## src/rtl/tty_receiver.sv

```systemverilog
`default_nettype none
// ============================================================================
// tty_receiver : PDP-8/I teletype keyboard receiver (M706 equivalent),
//                serial 8N1 deserialiser with KSF/KCC/KRS IOT decode
// Revision     : 1.0
// ============================================================================
module tty_receiver #(
    parameter int         OVERSAMPLE = 8,
    parameter logic [5:0] DEV_CODE   = 6'o03
) (
    input  logic       clk,
    input  logic       rst,
    input  logic       io_clear,
    input  logic       sample_tick,
    input  logic       serial_in,
    input  logic [5:0] mb_dev,
    input  logic       iot,
    input  logic       iop1,
    input  logic       iop2,
    input  logic       iop4,
    output logic [7:0] ac_out,
    output logic       ac_clear,
    output logic       skip,
    output logic       flag,
    output logic       active,
    output logic       framing_err
);

    localparam int              CW          = (OVERSAMPLE > 1) ? $clog2(OVERSAMPLE) : 1;
    localparam logic [CW-1:0]   c_half_last = CW'(OVERSAMPLE / 2 - 1);
    localparam logic [CW-1:0]   c_bit_last  = CW'(OVERSAMPLE - 1);

    typedef enum logic [2:0] {
        S_IDLE  = 3'd0,
        S_START = 3'd1,
        S_DATA  = 3'd2,
        S_STOP  = 3'd3,
        S_BREAK = 3'd4
    } state_t;

    state_t        state_q, state_d;
    logic [CW-1:0] cnt_q, cnt_d;
    logic [2:0]    idx_q, idx_d;
    logic [7:0]    shift_q, shift_d;
    logic [7:0]    rbuf_q, rbuf_d;
    logic          flag_q, flag_d;
    logic          ferr_q, ferr_d;
    logic          sync_q, rx_q;
    logic          w_sel;

    assign w_sel = iot && (mb_dev == DEV_CODE);

    always_ff @(posedge clk or posedge rst) begin
        if (rst) begin
            state_q <= S_IDLE;
            cnt_q   <= '0;
            idx_q   <= '0;
            shift_q <= '0;
            rbuf_q  <= '0;
            flag_q  <= 1'b0;
            ferr_q  <= 1'b0;
            sync_q  <= 1'b1;
            rx_q    <= 1'b1;
        end else if (io_clear) begin
            state_q <= S_IDLE;
            cnt_q   <= '0;
            idx_q   <= '0;
            shift_q <= '0;
            rbuf_q  <= '0;
            flag_q  <= 1'b0;
            ferr_q  <= 1'b0;
            sync_q  <= 1'b1;
            rx_q    <= 1'b1;
        end else begin
            state_q <= state_d;
            cnt_q   <= cnt_d;
            idx_q   <= idx_d;
            shift_q <= shift_d;
            rbuf_q  <= rbuf_d;
            flag_q  <= flag_d;
            ferr_q  <= ferr_d;
            sync_q  <= serial_in;
            rx_q    <= sync_q;
        end
    end

    always_comb begin
        state_d = state_q;
        cnt_d   = cnt_q;
        idx_d   = idx_q;
        shift_d = shift_q;
        rbuf_d  = rbuf_q;
        flag_d  = flag_q;
        ferr_d  = ferr_q;

        // The clear is applied first so a completing character on the same edge wins.
        if (w_sel && iop2) begin
            flag_d = 1'b0;
        end

        if (sample_tick) begin
            case (state_q)
                S_IDLE: begin
                    if (!rx_q) begin
                        state_d = S_START;
                        cnt_d   = '0;
                    end
                end
                S_START: begin
                    if (cnt_q == c_half_last) begin
                        cnt_d   = '0;
                        idx_d   = '0;
                        state_d = rx_q ? S_IDLE : S_DATA;
                    end else begin
                        cnt_d = cnt_q + 1'b1;
                    end
                end
                S_DATA: begin
                    if (cnt_q == c_bit_last) begin
                        cnt_d          = '0;
                        shift_d[idx_q] = rx_q;
                        idx_d          = idx_q + 3'd1;
                        if (idx_q == 3'd7) begin
                            state_d = S_STOP;
                        end
                    end else begin
                        cnt_d = cnt_q + 1'b1;
                    end
                end
                S_STOP: begin
                    if (cnt_q == c_bit_last) begin
                        cnt_d   = '0;
                        rbuf_d  = shift_q;
                        flag_d  = 1'b1;
                        ferr_d  = !rx_q;
                        state_d = rx_q ? S_IDLE : S_BREAK;
                    end else begin
                        cnt_d = cnt_q + 1'b1;
                    end
                end
                S_BREAK: begin
                    if (rx_q) begin
                        state_d = S_IDLE;
                    end
                end
                default: state_d = S_IDLE;
            endcase
        end
    end

    assign ac_out      = (w_sel && iop4) ? rbuf_q : 8'h00;
    assign ac_clear    = w_sel && iop2;
    assign skip        = w_sel && iop1 && flag_q;
    assign flag        = flag_q;
    assign framing_err = ferr_q;
    assign active      = (state_q == S_START) || (state_q == S_DATA) || (state_q == S_STOP);

endmodule
`default_nettype wire

```

## config.mk

```make
export PLATFORM = sky130hd
export DESIGN_NAME = tty_receiver
export DESIGN_NICKNAME = d
export VERILOG_FILES = /design/src/rtl/tty_receiver.sv
export SDC_FILE = /design/constraint.sdc
export NUM_CORES = 1
export LEC_CHECK = 0
export ABC_AREA = 1
export BUFFER_PORTS_ARGS = -buffer_cell sky130_fd_sc_hd__buf_4
export CAP_MARGIN = 25
export CORE_MARGIN = 2
export CORE_UTILIZATION = 50
export DETAILED_ROUTE_END_ITERATION = 8
export PLACE_DENSITY_LB_ADDON = 0.12
export SETUP_SLACK_MARGIN = 0.3
export SKIP_CTS_REPAIR_TIMING = 1
export SYNTH_ARGS = -nofsm -noshare
export SYNTH_HDL_FRONTEND = slang
export SYNTH_SLANG_ARGS = --single-unit
```

## constraint.sdc

```tcl
create_clock -name clk -period 1.4 [get_ports clk]
set_input_delay 0.28 -clock clk [delete_from_list [all_inputs] [get_ports clk]]
set_output_delay 0.28 -clock clk [all_outputs]
set_load 0.01 [all_outputs]
```

==> results of run 1 <==
[worst max-delay path, cell delays in order (launching register included)]
cell,delay [ns]
dfrtp_1,0.41
ha_4,0.19
ha_4,0.18
nor2_4,0.11
nand3_2,0.12
nand2_4,0.11
nor2_4,0.05
nand2_2,0.07
nand2_1,0.06
nand2_1,0.06
[cell usage in the layout (no fill, tap or decap), types with 3 or more instances in the layout]
master	count
buf_4	34
buf_6	14
clkbuf_4	5
dfrtp_1	23
dfrtp_2	4
ha_4	3
inv_1	30
inv_2	3
nand2_1	60
nand2_2	13
nand2_4	3
nand3_1	9
nand3_2	4
nand3_4	4
nand4_1	4
nor2_1	17
nor2_2	4
nor2_4	14
o21ai_1	7
o21ai_2	10
or2_2	3
[final cells by class]
| class | count | share of cell area [%] |
|---|---|---|
| Timing Repair inverter | 1 | 0.349 |
| Tap cell | 46 | 2.29 |
| Timing Repair Buffer | 48 | 16.4 |
| Inverter | 36 | 5.88 |
| Clock inverter | 3 | 0.698 |
| Sequential cell | 29 | 29.2 |
| Multi-Input combinational cell | 165 | 43.6 |
| Clock buffer | 5 | 1.49 |
[cell families (layout without fill, tap and decap cells)]
kind of cell	after synthesis	in the layout	share of synthesized area, %
DFF	29	29	42.3
and+or+nand+nor	138	138	35.4
buffers and inverters	41	93	10.1
adders and majority gates	6	6	4.36
AOI/OAI and AO/OA	21	21	7.85
[cells in the mapped netlist]
| cell type | instances |
|---|---|
| o21ai_1 | 1 |
| nand2_2 | 4 |
| clkbuf_1 | 1 |
| nor2_2 | 2 |
| nor3_1 | 1 |
| o21ai_2 | 7 |
| nand4_1 | 4 |
| nand3_2 | 2 |
| inv_1 | 35 |
| buf_6 | 2 |
| nand3_1 | 14 |
| or2_2 | 4 |
| o22ai_1 | 1 |
| nor2_1 | 32 |
| nand3_4 | 1 |
| ha_1 | 6 |
| nor3b_1 | 1 |
| dfrtp_1 | 27 |
| a21oi_1 | 1 |
| buf_4 | 1 |
| dfstp_2 | 2 |
| nor2_4 | 1 |
| inv_2 | 1 |
| o21ai_0 | 10 |
| o211ai_1 | 1 |
| buf_2 | 1 |
| nand2_1 | 72 |
[report_power, final]
part           internal (W)  total, W  switching, W
Sequential         0.000870  0.000919     0.0000490
Combinational      0.000285  0.000658      0.000373
Clock              0.000189  0.000486      0.000297
[registers in the layout, summed over array words and instances (netlist names)]
| name | cells |
|---|---|
| cnt_q | 3 |
| flag | 1 |
| framing_err | 1 |
| idx_q | 3 |
| rbuf_q | 8 |
| rx_q | 1 |
| shift_q | 8 |
| state_q | 3 |
| sync_q | 1 |
[worst max-delay path by stage]
stage | from | to
3_5_place_dp | mb_dev[4] | ac_out[2]
3_3_place_gp | mb_dev[4] | ac_out[0]
4_1_cts | state_q[0] | active
6_report | cnt_q[0] | state_q[1]
5_1_grt | mb_dev[5] | ac_out[1]
2_1_floorplan | idx_q[0] | state_q[1]
[through the flow]
stage	utilization, %	power, W	setup WS [ns]	instances
2_1_floorplan	-	0.00122	0.0574	235
3_3_place_gp	66.6	0.00141	-0.00636	319
3_5_place_dp	66.6	0.00142	-0.0419	319
4_1_cts	68.2	0.00192	-0.163	327
5_1_grt	75.9	0.00220	-0.0868	333
6_report	75.9	0.00206	-0.0274	333
[per-layer routing]
metal / track usage, % / vias to the layer above / wire, um
met5: 0 / - / 0
met4: 6.67 / 0 / 51
met3: 7.39 / 7 / 168
met2: 33.9 / 32 / 1980
met1: 23.6 / 730 / 1720
li1: - / 835 / -
==> run summary, run 1 <==
status - complete, but fails checks
failing checks - setup timing
Die Width - 62.7 um
RSZ-0062 raised after global routing - yes
Worst VDD drop - 695 uV
Max Clock Skew - 0.00870 ns
drt pass-1 iters - 4
Total GRT Usage - 20.1%
depth of the most critical reg-to-reg path - 9
Slew Viols, Final - 0
HP Class - primary input to async pin
vias in the first global route - 1501
flops & latches, synth - 29
post-DP HPWL - 2670 um
post-synthesis instance area - 1720 um^2
Clk pin slew, worst setup/hold paths - 0.09 ns
setup slack after layout - -0.0274 ns
Hold WS - 0.00912 ns
First DRT Iteration DRCs - 48
antenna violations before repair - 0
via count - 1604
Die Y - 62.7 um
# clock sinks - 29
I/O Buffers - 27
wire per inst - 11.8 um
Avg Cell Area, Syn - 7.33 um^2
top-area cell type share of the netlist area - 39.2%
nets - 307
post-route clock period utilization - 102%
flop-to-flop setup slack - -0.03 ns
clock root buffer - clkbuf_4
Mapped Cells - 235
total grt overflow - 0
DR DRC count - 0
area occupied by registers - 733 um^2
Antenna Cells - 0
Placer Congestion - 0.844
Fmax - 701 MHz
min cycle time layout - 1.43 ns
CTS tree - yes
Routed Antenna Nets - 0
Critical Path Source Type - flop
fillers - 250
Finished Cell Area - 2510 um^2
Mapped Nets - 256
first-pass GRT wire length - 6240 um
r2r endpoint - state_q[1]
cts bufs inserted - 5
H-tree depth - 2
Synth-to-Final Area Change - 45.9%
Setup CP Type - flop to flop
Pleak - 1.25 nW
Crit path required time - 1.67 ns
worst reg2reg startpoint - cnt_q[0]
Clk Latency, worst-skew pair - 0.33 ns
layout cell share with drive strength beyond 1 - 46.0%
Final Hold Viols - 0
slew margin rel. - 75.7%
Area after DPL - 2200 um^2
largest cells by area after synthesis - dfrtp_1 39%, nand2_1 16%, inv_1 7.6%
Max Cap Violations - 0
Worst Path Arrival - 1.70 ns
Yosys Warn Count - 0
starting density of the core - 52.0%
Vias/cell - 4.82
largest net degree at the start of global routing - 30
crit-path max FO - 4
final wirelength - 3920 um
setup_tns - -0.120 ns
Seq/Total Area, Yosys - 42.3%
Worst setup EP type - flop
die area - 3930 um^2
pwr dens - 821 nW/um^2
Final setup viols - 8
core footprint - 3310 um^2
num ports - 28
row count - 21
area leader, netlist - dfrtp_1
Multi-input gate area - 1100 um^2
Unique masters post-synth - 27
Least-Margin Pin Slew - 0.364 ns
CTS Buffer Depth - 2
No activity file was read; power rests on OpenSTA's default activity.
==> run 2: changes to the inputs <==
--- a/config.mk
+++ b/config.mk
@@ -12,6 +12,7 @@
 export CORE_UTILIZATION = 50
 export DETAILED_ROUTE_END_ITERATION = 8
 export PLACE_DENSITY_LB_ADDON = 0.12
+export RECOVER_POWER = 100
 export SETUP_SLACK_MARGIN = 0.3
 export SKIP_CTS_REPAIR_TIMING = 1
 export SYNTH_ARGS = -nofsm -noshare
==> run 2 against run 1 <==
- the flow still finishes with violations (setup timing)
- final cell count stayed put
- routed wire length is essentially flat
- worst hold slack gained 0.13 ns
- power decreased by 0.86%
- sequential share of layout area grew 0.44 points
- combinational power down 3%
- core utilization shrank 1.1 points
- final area down 1.5%
- critical path depth is the same
- setup slack improved by 0.0014 ns
- non-clock buffer count unchanged
- flip-flop and latch count is the same
- critical endpoint unchanged
- largest power group unchanged
==> run summary, run 2 (synthesis gave the netlist of run 1 again) <==
status - complete, but fails checks
failing checks - setup timing
Largest regs - rbuf_q (8), shift_q (8)
crit path launch - cnt_q[0]
layout cell share with drive strength beyond 1 - 44.9% (-1.0 points)
Hold WS - 0.138 ns (+0.129 ns)
Antenna Cells - 0 (unchanged)
Total GRT Usage - 20.1% (unchanged)
vias in the first global route - 1501 (unchanged)
First DRT Iteration DRCs - 44 (-8.3%)
Least-Margin Pin Slew - 0.701 ns (+0.337 ns)
Clk pin slew, worst setup/hold paths - 0.09 ns (about the same)
HP Class - primary input to async pin
Placer Congestion - 0.844 (unchanged)
total power - 0.00204 W (-0.86%)
Synth-to-Final Area Change - 43.7%
nets - 307 (unchanged)
Finished Core Util - 74.7% (-1.1 points)
via count - 1596 (-0.50%)
setup slack after layout - -0.0260 ns (+0.00135 ns)
H-tree depth - 2 (unchanged)
Worst VDD drop - 703 uV (+1.1%)
CTS tree - yes
clock root buffer - clkbuf_4
row count - 21 (unchanged)
post-route clock period utilization - 102% (about the same)
wire per inst - 11.8 um (about the same)
die area - 3930 um^2 (unchanged)
most frequent cells in the layout - 60 x nand2_1, 32 x buf_4, 30 x inv_1, 23 x dfrtp_1, 17 x nor2_1
cts bufs inserted - 5 (unchanged)
Routed Antenna Nets - 0 (unchanged)
Fmax - 701 MHz (about the same)
slew margin rel. - 53.2% (-22 points)
Area after DPL - 2200 um^2 (unchanged)
CTS Buffer Depth - 2 (unchanged)
Post-Place Worst Slack - -0.0419 ns (unchanged)
Max Cap Violations - 0 (unchanged)
RSZ-0062 raised after global routing - yes
crit-path max FO - 4 (unchanged)
Worst Path Arrival - 1.70 ns (about the same)
r2r endpoint - state_q[1]
Finished Cell Area - 2470 um^2 (-1.5%)
Final setup viols - 8 (unchanged)
starting density of the core - 52.0% (unchanged)
Die Y - 62.7 um (unchanged)
depth of the most critical reg-to-reg path - 9 (unchanged)
total grt overflow - 0 (unchanged)
I/O Buffers - 27 (unchanged)
Crit-path slowest cell - dfrtp_1
Crit path required time - 1.67 ns (about the same)
min cycle time layout - 1.43 ns (-0.00135 ns)
# clock sinks - 29 (unchanged)
Vias/cell - 4.79 (-0.50%)
largest net degree at the start of global routing - 30 (unchanged)
num ports - 28 (unchanged)
DR DRC count - 0 (unchanged)
Critical Path Source Type - flop
pwr dens - 827 nW/um^2 (+0.64%)
flop-to-flop setup slack - -0.03 ns (about the same)
Slew Viols, Final - 0 (unchanged)
worst reg2reg startpoint - cnt_q[0]
antenna violations before repair - 0 (unchanged)
crit-path cells - ha_4 > ha_4 > nor2_4 > nand3_2 > nand2_4 > nor2_4 > nand2_2 > nand2_1 > nand2_1
Die Width - 62.7 um (unchanged)
Clk Latency, worst-skew pair - 0.33 ns (about the same)
post-DP HPWL - 2670 um (unchanged)
Worst setup EP type - flop
drt pass-1 iters - 4 (unchanged)
commonest non-fill, non-tap cell in the layout - nand2_1
Setup CP Type - flop to flop
Final Hold Viols - 0 (unchanged)
core footprint - 3310 um^2 (unchanged)
Pleak - 1.24 nW (-0.96%)
Max Clock Skew - 0.00871 ns (+0.0000132 ns)
first-pass GRT wire length - 6240 um (unchanged)
fillers - 258 (+3.2%)
final wirelength - 3930 um (about the same)
Crit path largest cell delay - 0.41 ns (about the same)
[run 2: cell count changes in the layout (fill, tap and decap cells not counted), sizes merged]
cell,before,now
buf,48,44
clkbuf,5,9
[run 2: cell type report]
class / count / area, um^2 / area share (%)
clock inverter: 3 / 17.5 / 0.708
sequential: 29 / 733 / 29.6
timing repair inverter: 1 / 6.26 / 0.253
clock buffer: 5 / 37.5 / 1.52
timing repair buffer: 48 / 395 / 16.0
multi-input combinational: 165 / 1080 / 43.8
inverter: 36 / 143 / 5.77
tap: 46 / 57.6 / 2.33
[run 2: where the power goes]
group          total, W  switching, W  internal (W)
sequential     0.000920     0.0000500      0.000870
combinational  0.000641      0.000367      0.000274
clock          0.000484      0.000295      0.000189
[run 2: worst max path at each step]
stage / to / slack [ns]
final: state_q[1] / -0.03
after global routing: ac_out[1] / -0.09
after CTS: active / -0.16
after detailed placement: ac_out[2] / -0.04
after global placement: ac_out[0] / -0.006
after floorplan: state_q[1] / 0.06
[run 2: per-stage QoR]
step	std cells	TNS [ns]
floorplan	235	0
global placement	319	-0.00674
detailed placement	319	-0.257
CTS	327	-0.597
global route	333	-1.52
finish	333	-0.105
[run 2: layer usage]
| metal | vias up | track usage (%) | part of all wire [%] |
|---|---|---|---|
| met1 | 723 | 23.6 | 44 |
| met2 | 34 | 33.9 | 50 |
| met4 | 0 | 6.67 | 1.3 |
| li1 | 832 | - | - |
| met3 | 7 | 7.39 | 4.7 |
| met5 | - | 0 | 0 |
[run 2: worst max-delay path, delay by kind of cell, from the launching register on]
kind / cells / cell delay [ns]
fa+ha+maj: 2 / 0.37
simple gates: 7 / 0.58
flops: 1 / 0.41
